File: src/rtl/poly_eval_seq.sv
// Sequential signed quadratic evaluator: y = (a*x + b)*x + c, wrapped to 16 bits,
// computed over five cycles with one shared multiplier and one shared adder.
module poly_eval_seq (
   input  logic               clock,
   input  logic               reset,
   input  logic signed [7:0]  x,
   input  logic signed [15:0] a,
   input  logic signed [15:0] b,
   input  logic signed [15:0] c,
   input  logic               enable,
   output logic signed [15:0] y,
   output logic               ready,
   output logic               valid
);

   typedef enum logic [2:0] {
      IDLE = 3'd0,
      MUL1 = 3'd1,
      ADD1 = 3'd2,
      MUL2 = 3'd3,
      ADD2 = 3'd4,
      DONE = 3'd5
   } state_t;

   state_t      state_q, state_d;
   logic [15:0] x_q, x_d;
   logic [15:0] a_q, a_d;
   logic [15:0] b_q, b_d;
   logic [15:0] c_q, c_d;
   logic [15:0] acc_q, acc_d;
   logic [15:0] y_q, y_d;
   logic        ready_q, ready_d;
   logic        valid_q, valid_d;

   // Shared datapath: both multiply steps use x_q, only the left operand is muxed.
   logic [15:0] mul_lhs, mul_res;
   logic [15:0] add_rhs, add_res;

   assign mul_lhs = (state_q == MUL1) ? a_q : acc_q;
   assign mul_res = mul_lhs * x_q;
   assign add_rhs = (state_q == ADD1) ? b_q : c_q;
   assign add_res = acc_q + add_rhs;

   always_comb begin
      // NOTE: every signal gets a default first so no path leaves it unassigned,
      // which would otherwise infer a latch.
      state_d = state_q;
      x_d     = x_q;
      a_d     = a_q;
      b_d     = b_q;
      c_d     = c_q;
      acc_d   = acc_q;
      y_d     = y_q;
      ready_d = ready_q;
      valid_d = 1'b0;

      unique case (state_q)
         IDLE: begin
            if (enable) begin
               x_d     = {{8{x[7]}}, x};
               a_d     = a;
               b_d     = b;
               c_d     = c;
               ready_d = 1'b0;
               state_d = MUL1;
            end
         end
         MUL1: begin
            acc_d   = mul_res;
            state_d = ADD1;
         end
         ADD1: begin
            acc_d   = add_res;
            state_d = MUL2;
         end
         MUL2: begin
            acc_d   = mul_res;
            state_d = ADD2;
         end
         ADD2: begin
            y_d     = add_res;
            valid_d = 1'b1;
            state_d = DONE;
         end
         DONE: begin
            ready_d = 1'b1;
            state_d = IDLE;
         end
         default: begin
            ready_d = 1'b1;
            state_d = IDLE;
         end
      endcase
   end

   // NOTE: sequential state uses non-blocking assignments so every flop samples
   // the pre-edge value of the others, independent of statement order.
   always_ff @(posedge clock) begin
      if (!reset) begin
         state_q <= IDLE;
         x_q     <= '0;
         a_q     <= '0;
         b_q     <= '0;
         c_q     <= '0;
         acc_q   <= '0;
         y_q     <= '0;
         ready_q <= 1'b1;
         valid_q <= 1'b0;
      end else begin
         state_q <= state_d;
         x_q     <= x_d;
         a_q     <= a_d;
         b_q     <= b_d;
         c_q     <= c_d;
         acc_q   <= acc_d;
         y_q     <= y_d;
         ready_q <= ready_d;
         valid_q <= valid_d;
      end
   end

   assign y     = y_q;
   assign ready = ready_q;
   assign valid = valid_q;

endmodule
File: config.mk
export PLATFORM = sky130hd
export DESIGN_NAME = poly_eval_seq
export DESIGN_NICKNAME = d
export VERILOG_FILES = /design/src/rtl/poly_eval_seq.sv
export SDC_FILE = /design/constraint.sdc
export NUM_CORES = 1
export LEC_CHECK = 0
export ABC_AREA = 1
export BUFFER_PORTS_ARGS = -buffer_cell sky130_fd_sc_hd__buf_2
export CORE_MARGIN = 3
export CORE_UTILIZATION = 30
export DETAILED_ROUTE_END_ITERATION = 16
export GPL_TIMING_DRIVEN = 0
export HOLD_SLACK_MARGIN = 0.05
export SLEW_MARGIN = 0
export SYNTH_ARGS = -nofsm -noshare
export SYNTH_HDL_FRONTEND = slang
export SYNTH_SLANG_ARGS = --single-unit
File: constraint.sdc
create_clock -name clock -period 5.58 [get_ports clock]
set_clock_uncertainty 0.2 [all_clocks]
set_input_delay 0.558 -clock clock [delete_from_list [all_inputs] [get_ports clock]]
set_output_delay 0.558 -clock clock [all_outputs]
set_load 0.005 [all_outputs]
# ---- Word-level counts from Yosys, hierarchy flattened
# Cells that the tools add are included.
dict set report classes {
  addsub 1
  n_mul 1
  n_eq_ne 5
  muxes 8
  n_bitwise 1
  n_reduce_logical 6
}
# cell count
set op_table {}
lappend op_table {{$mux W16} 2}
lappend op_table {{$pmux W16 S2} 1}
lappend op_table {{$add A16 B16 Y16} 1}
lappend op_table {{$mul A16 B8 Y16} 1}
lappend op_table {{$pmux W3 S5} 1}
lappend op_table {{$eq A3 B2 Y1 const B} 2}
lappend op_table {{$reduce_and A2 Y1} 2}
lappend op_table {{$reduce_or A4 Y1} 1}
lappend op_table {{$eq A3 B1 Y1 const B} 1}
lappend op_table {{$eq A3 B3 Y1 const B} 1}
lappend op_table {{$logic_not A3 Y1} 1}
lappend op_table {{$mux W3} 1}
lappend op_table {{$mux W1} 2}
lappend op_table {{$ne A2 B2 Y1 const B} 1}
lappend op_table {{$pmux W1 S2} 1}
lappend op_table {{$reduce_bool A2 Y1} 1}
lappend op_table {{$reduce_or A2 Y1} 1}
lappend op_table {{$not A1 Y1} 1}
dict set report word_totals {
  reg_bits 93
  in_bits 59
  output_inout_bits 18
}

# ---- Logic depth before layout (Yosys ltp)
dict set report depth {
  ltp_word 4
  ltp_mapped 30
  mapped_depth_nobuf 29
}

# ---- Worst setup path before layout
# Ideal clock, no wire load.
dict set report synth_timing {
  path_kind {reg2reg}
  from {register state_q[1]}
  to {register acc_q[14]}
  arrival_ns 5.006
  path_slack_ns 0.257
  path_stages_with_launch 28
  path_buffers 2
  path_cell_list {dfxtp_1 > inv_2 > nand3_2 > buf_4 > buf_2 > o21ai_0 > inv_1 > nand2_1 > fa_1 > fa_1 > inv_1 > fa_1 > inv_1 > fa_1 > inv_1 > ha_1 > nand2_1 > o21ai_0 > nand4_1 > nand2_1 > nand2_1 > nand2_1 > a21oi_1 > or2_2 > nand3_1 > nand2_1 > nor2_1 > nor2_1}
}
dict set report synth_between {
  elab_chain_cells 4
}
# element line
set synth_rtl {}
lappend synth_rtl {{start, declared} 25} ;# state_t state_q, state_d;
lappend synth_rtl {{start signal, assigned} 110} ;# state_q <= state_d;
lappend synth_rtl {{$eq A3 B1 Y1 or $eq A3 B2 Y1 (tied branches)} {39, 57, 41}}
lappend synth_rtl {{$mux W16, on equally long branches} {39, 41}}
lappend synth_rtl {{$mul A16 B8 Y16 or $add A16 B16 Y16 (tied branches)} {40, 42}}
lappend synth_rtl {{$pmux W16 S2} 57} ;# unique case (state_q)
lappend synth_rtl {{end signal, assigned} 105} ;# acc_q <= '0;
lappend synth_rtl {{end signal, assigned} 115} ;# acc_q <= acc_d;
lappend synth_rtl {{end, declared} 30} ;# logic [15:0] acc_q, acc_d;
# Several ways; a longest one is shown, not always the timed one.
# A chain may end at the register's enable or synchronous reset.

# ---- Worst setup path after layout
dict set report layout_timing {
  from {register state_q[2]}
  to {register acc_q[14]}
}
# Same word-level chain as after synthesis.

==> metrics.md <==
| Metric | Value |
|---|---|
| Final global-route overflow total | `0` |
| Post-synthesis sequential element count | `93` |
| Total CTS buffers | `9` |
| Maximum clock path buffer count | `2` |
| Width of the die | `163 um` |
| Clock transition at the registers of the reported paths | `0.07 ns` |
| Worst setup path startpoint | `state_q[2]` |
| Initial antenna violation count | `0` |
| Via Count | `6819` |
| Crit. End Element | `register` |
| Row cnt | `56` |
| Top cell type's share of synthesized area | `0.251` |
| Met1 wire length | `10.2 mm` |
| WP data arrival | `5.33 ns` |
| CTS sink count | `93` |
| DRC viols | `0` |
| Dpl hpwl | `17.5 mm` |
| Area contributors post-synth | `dfxtp_1 25%, fa_1 17%, inv_1 9.2%` |
| YS warnings | `0` |
| Synthesized instance count | `1043` |
| Avg Vias per Cell | `4.66` |
| Largest net degree at the start of global routing | `20` |
| Initial Utilization | `0.310` |
| Delay-heaviest family, CP | `adder cells` |
| Pre-antenna DRT Iters | `5` |
| Hold path depth | `3` |
| Reg2reg setup slack | `0.29 ns` |
| Slowest CP cell | `fa_1` |
| Initial DRC Count | `405` |
| Ratio of cells with drive above 1 in the final layout | `0.128` |
| Worst-case headroom to the max-slew limit | `0.579` |
| I/O pin count | `77` |
| Hold Path End | `a_q[5]` |
| Tot GR Track Use | `0.162` |
| Synth cell types | `34` |
| Gp weighted congestion | `0.893` |
| Max Cap Viol | `0` |
| Critical path buffers and inverters | `5` |
| Die height | `163 um` |
| Area growth, synth to finish | `18.1%` |
| Final worst-path cycle share | `0.949` |
| Register area | `1870 um2` |
| Vias in the first global route | `6655` |
| Seq/Total Area, Yosys | `0.251` |
| Leak | `4.35 nW` |
| Reg2Reg Launch Point | `state_q[2]` |
| Largest area contributor in the netlist | `dfxtp_1` |
| Tmin final | `5.29 ns` |
| WL per Instance | `14.7 um` |
| CP Launch Type | `register` |
| Highest routed layer | `met4` |
| Filler-free cell count of the finished design | `1462` |
| Slack of the critical path | `0.286 ns` |
| RSZ-0062 raised after global routing | `true` |
| CTS tree | `built` |
| Worst EP required | `5.62 ns` |
| CP Class | `register to register` |
| Core ar. | `23900 um2` |
| Syn Std Cell Area | `7420 um2` |
| Total wire length | `21.6 mm` |
| Worst slew pin tran | `0.632 ns` |
| Hold Crit Class | `input port to register` |
| Die area | `26600 um2` |
| Max-slew violation count | `0` |
| Mapped Nets | `1213` |
| Hold violation count in the final report | `0` |
| NumNets Final | `1309` |
| Hold-fix buffers at CTS | `0` |
| H-tree depth reported by CTS | `3` |
| Port bufs | `76` |
| Filler Cell Count | `2558` |
| Reg-to-reg critical path endpoint | `acc_q[14]` |
| Total placed cells including tap cells | `1438` |
| Fmax achieved | `0.189 GHz` |
| Setup Viol. Count Final | `0` |
| Met3 wire length | `860 um` |
| Skew-Pair Late Insertion Delay | `0.35 ns` |
| Routed Antenna Nets | `0` |
| Worst Path Max Fanout | `8` |
| Area of the multi-input gates | `4820 um2` |
| Status | `completed` |
| Reg2reg path depth | `27` |
| First-pass GRT wire length | `34.5 mm` |
| Power Density | `424 nW/um2` |
| Hold WS | `0.227 ns` |
| Pre-CTS setup slack | `-0.786 ns` |
| ANT cells | `0` |
| Metal2 WL | `10.1 mm` |
| CP max stage delay | `0.56 ns` |
| Worst hold start | `a[5]` |
| Worst vdd rail ir drop | `0.190 mV` |
| Root Driver | `clkbuf_16` |
| Syn_area_per_cell | `7.11 um2` |
==> how the worst max path moves through the flow <==
stage,slack (ns),depth (start not counted),to
2_1_floorplan,0.26,27,acc_q[14]
3_3_place_gp,-0.84,27,acc_q[14]
3_5_place_dp,-0.79,27,acc_q[14]
4_1_cts,0.004,26,acc_q[14]
5_1_grt,-0.03,27,acc_q[14]
6_report,0.29,27,acc_q[14]
==> what timing repair did <==
item,4_1_cts,5_1_grt
endpoints found under the hold margin,0,0
pin swaps,1,5
setup endpoints to repair,8,3
resized for setup,19,18
setup buffers,1,9
==> state kept, by name, indices dropped and copies added, names as in the netlist <==
name / flops
a_q: 16
acc_q: 16
b_q: 16
c_q: 16
y: 16
x_q: 8
state_q: 3
ready: 1
valid: 1
==> final cells by class <==
type | instances | area share
clock buffer | 9 | 0.0257
timing repair buffer | 86 | 0.0520
sequential | 93 | 0.213
inverter | 192 | 0.0829
multi-input combinational | 723 | 0.550
buffer | 34 | 0.0164
clock inverter | 6 | 0.0137
tap | 319 | 0.0456
==> layout by cell type (no fill, tap or decap), types with 3 or more instances in the layout <==
master	synthesis	final
a21o_1	4	4
a21oi_1	69	69
a31oi_1	7	7
buf_2	1	76
buf_4	1	10
bufinv_16	0	3
clkbuf_1	33	33
clkbuf_16	0	9
clkinv_1	4	4
dfxtp_1	93	90
fa_1	62	62
ha_1	49	46
inv_1	182	181
inv_2	6	5
nand2_1	142	140
nand2_2	4	5
nand3_1	40	40
nand4_1	3	3
nor2_1	172	170
o211ai_1	6	6
o21ai_0	114	110
o21ai_2	0	3
o21ai_4	0	6
o21bai_1	4	4
o22ai_1	3	3
or2_2	10	10
xnor2_1	6	6
xor2_1	11	11
==> kinds of logic (layout without fill, tap and decap cells) <==
family / Yosys count / after routing / share of synthesized area
XOR/XNOR: 17 / 17 / 0.0201
flip-flops: 93 / 93 / 0.251
AO/OA/AOI/OAI: 216 / 216 / 0.154
AND/OR/NAND/NOR: 379 / 379 / 0.210
adder cells (fa/ha/maj): 111 / 111 / 0.250
buffers and inverters: 227 / 327 / 0.116
==> cell usage after synthesis <==
cell type	count
inv_1	182
nor2_1	172
nand2_1	142
o21ai_0	114
dfxtp_1	93
a21oi_1	69
fa_1	62
ha_1	49
nand3_1	40
clkbuf_1	33
xor2_1	11
or2_2	10
a31oi_1	7
inv_2	6
o211ai_1	6
xnor2_1	6
o21ai_1	5
a21o_1	4
clkinv_1	4
nand2_2	4
o21bai_1	4
nand4_1	3
o22ai_1	3
nand3b_1	2
nor2_4	2
o21a_1	2
a211oi_1	1
a221oi_1	1
and2_1	1
buf_2	1
buf_4	1
nand3_2	1
nor3_1	1
nor3_2	1
==> metrics by stage <==
stage                      util  cell area [um2]  TNS, ns  total power (W)
after floorplan               -             7420        0          0.00227
after global placement    0.343             8200    -2.58          0.00285
after detailed placement  0.343             8200    -2.24          0.00287
after CTS                 0.360             8610        0          0.00364
after global routing      0.366             8760  -0.0481          0.00405
final                     0.366             8760        0          0.00371
==> routing by layer <==
layer	GRT usage	vias to the layer above
met2	0.267	152
met4	0.0423	0
met5	0	-
li1	-	3451
met3	0.0218	26
met1	0.225	3190
==> worst register-to-register path: cells and delay by family, from the launching register on <==
family | cells | cell delay (ns)
buffers and inverters | 5 | 0.34
adder cells (fa/ha/maj) | 5 | 2.25
flip-flops | 1 | 0.40
AO/OA/AOI/OAI | 3 | 0.37
AND/OR/NAND/NOR | 14 | 1.62
==> report_power, final <==
part | internal (W) | switching [W] | leakage, nW
Sequential | 0.000787 | 0.000127 | 0.768
Clock | 0.000442 | 0.000274 | 0.166
Combinational | 0.000751 | 0.00133 | 3.42
No activity file was read; power rests on OpenSTA's default activity.
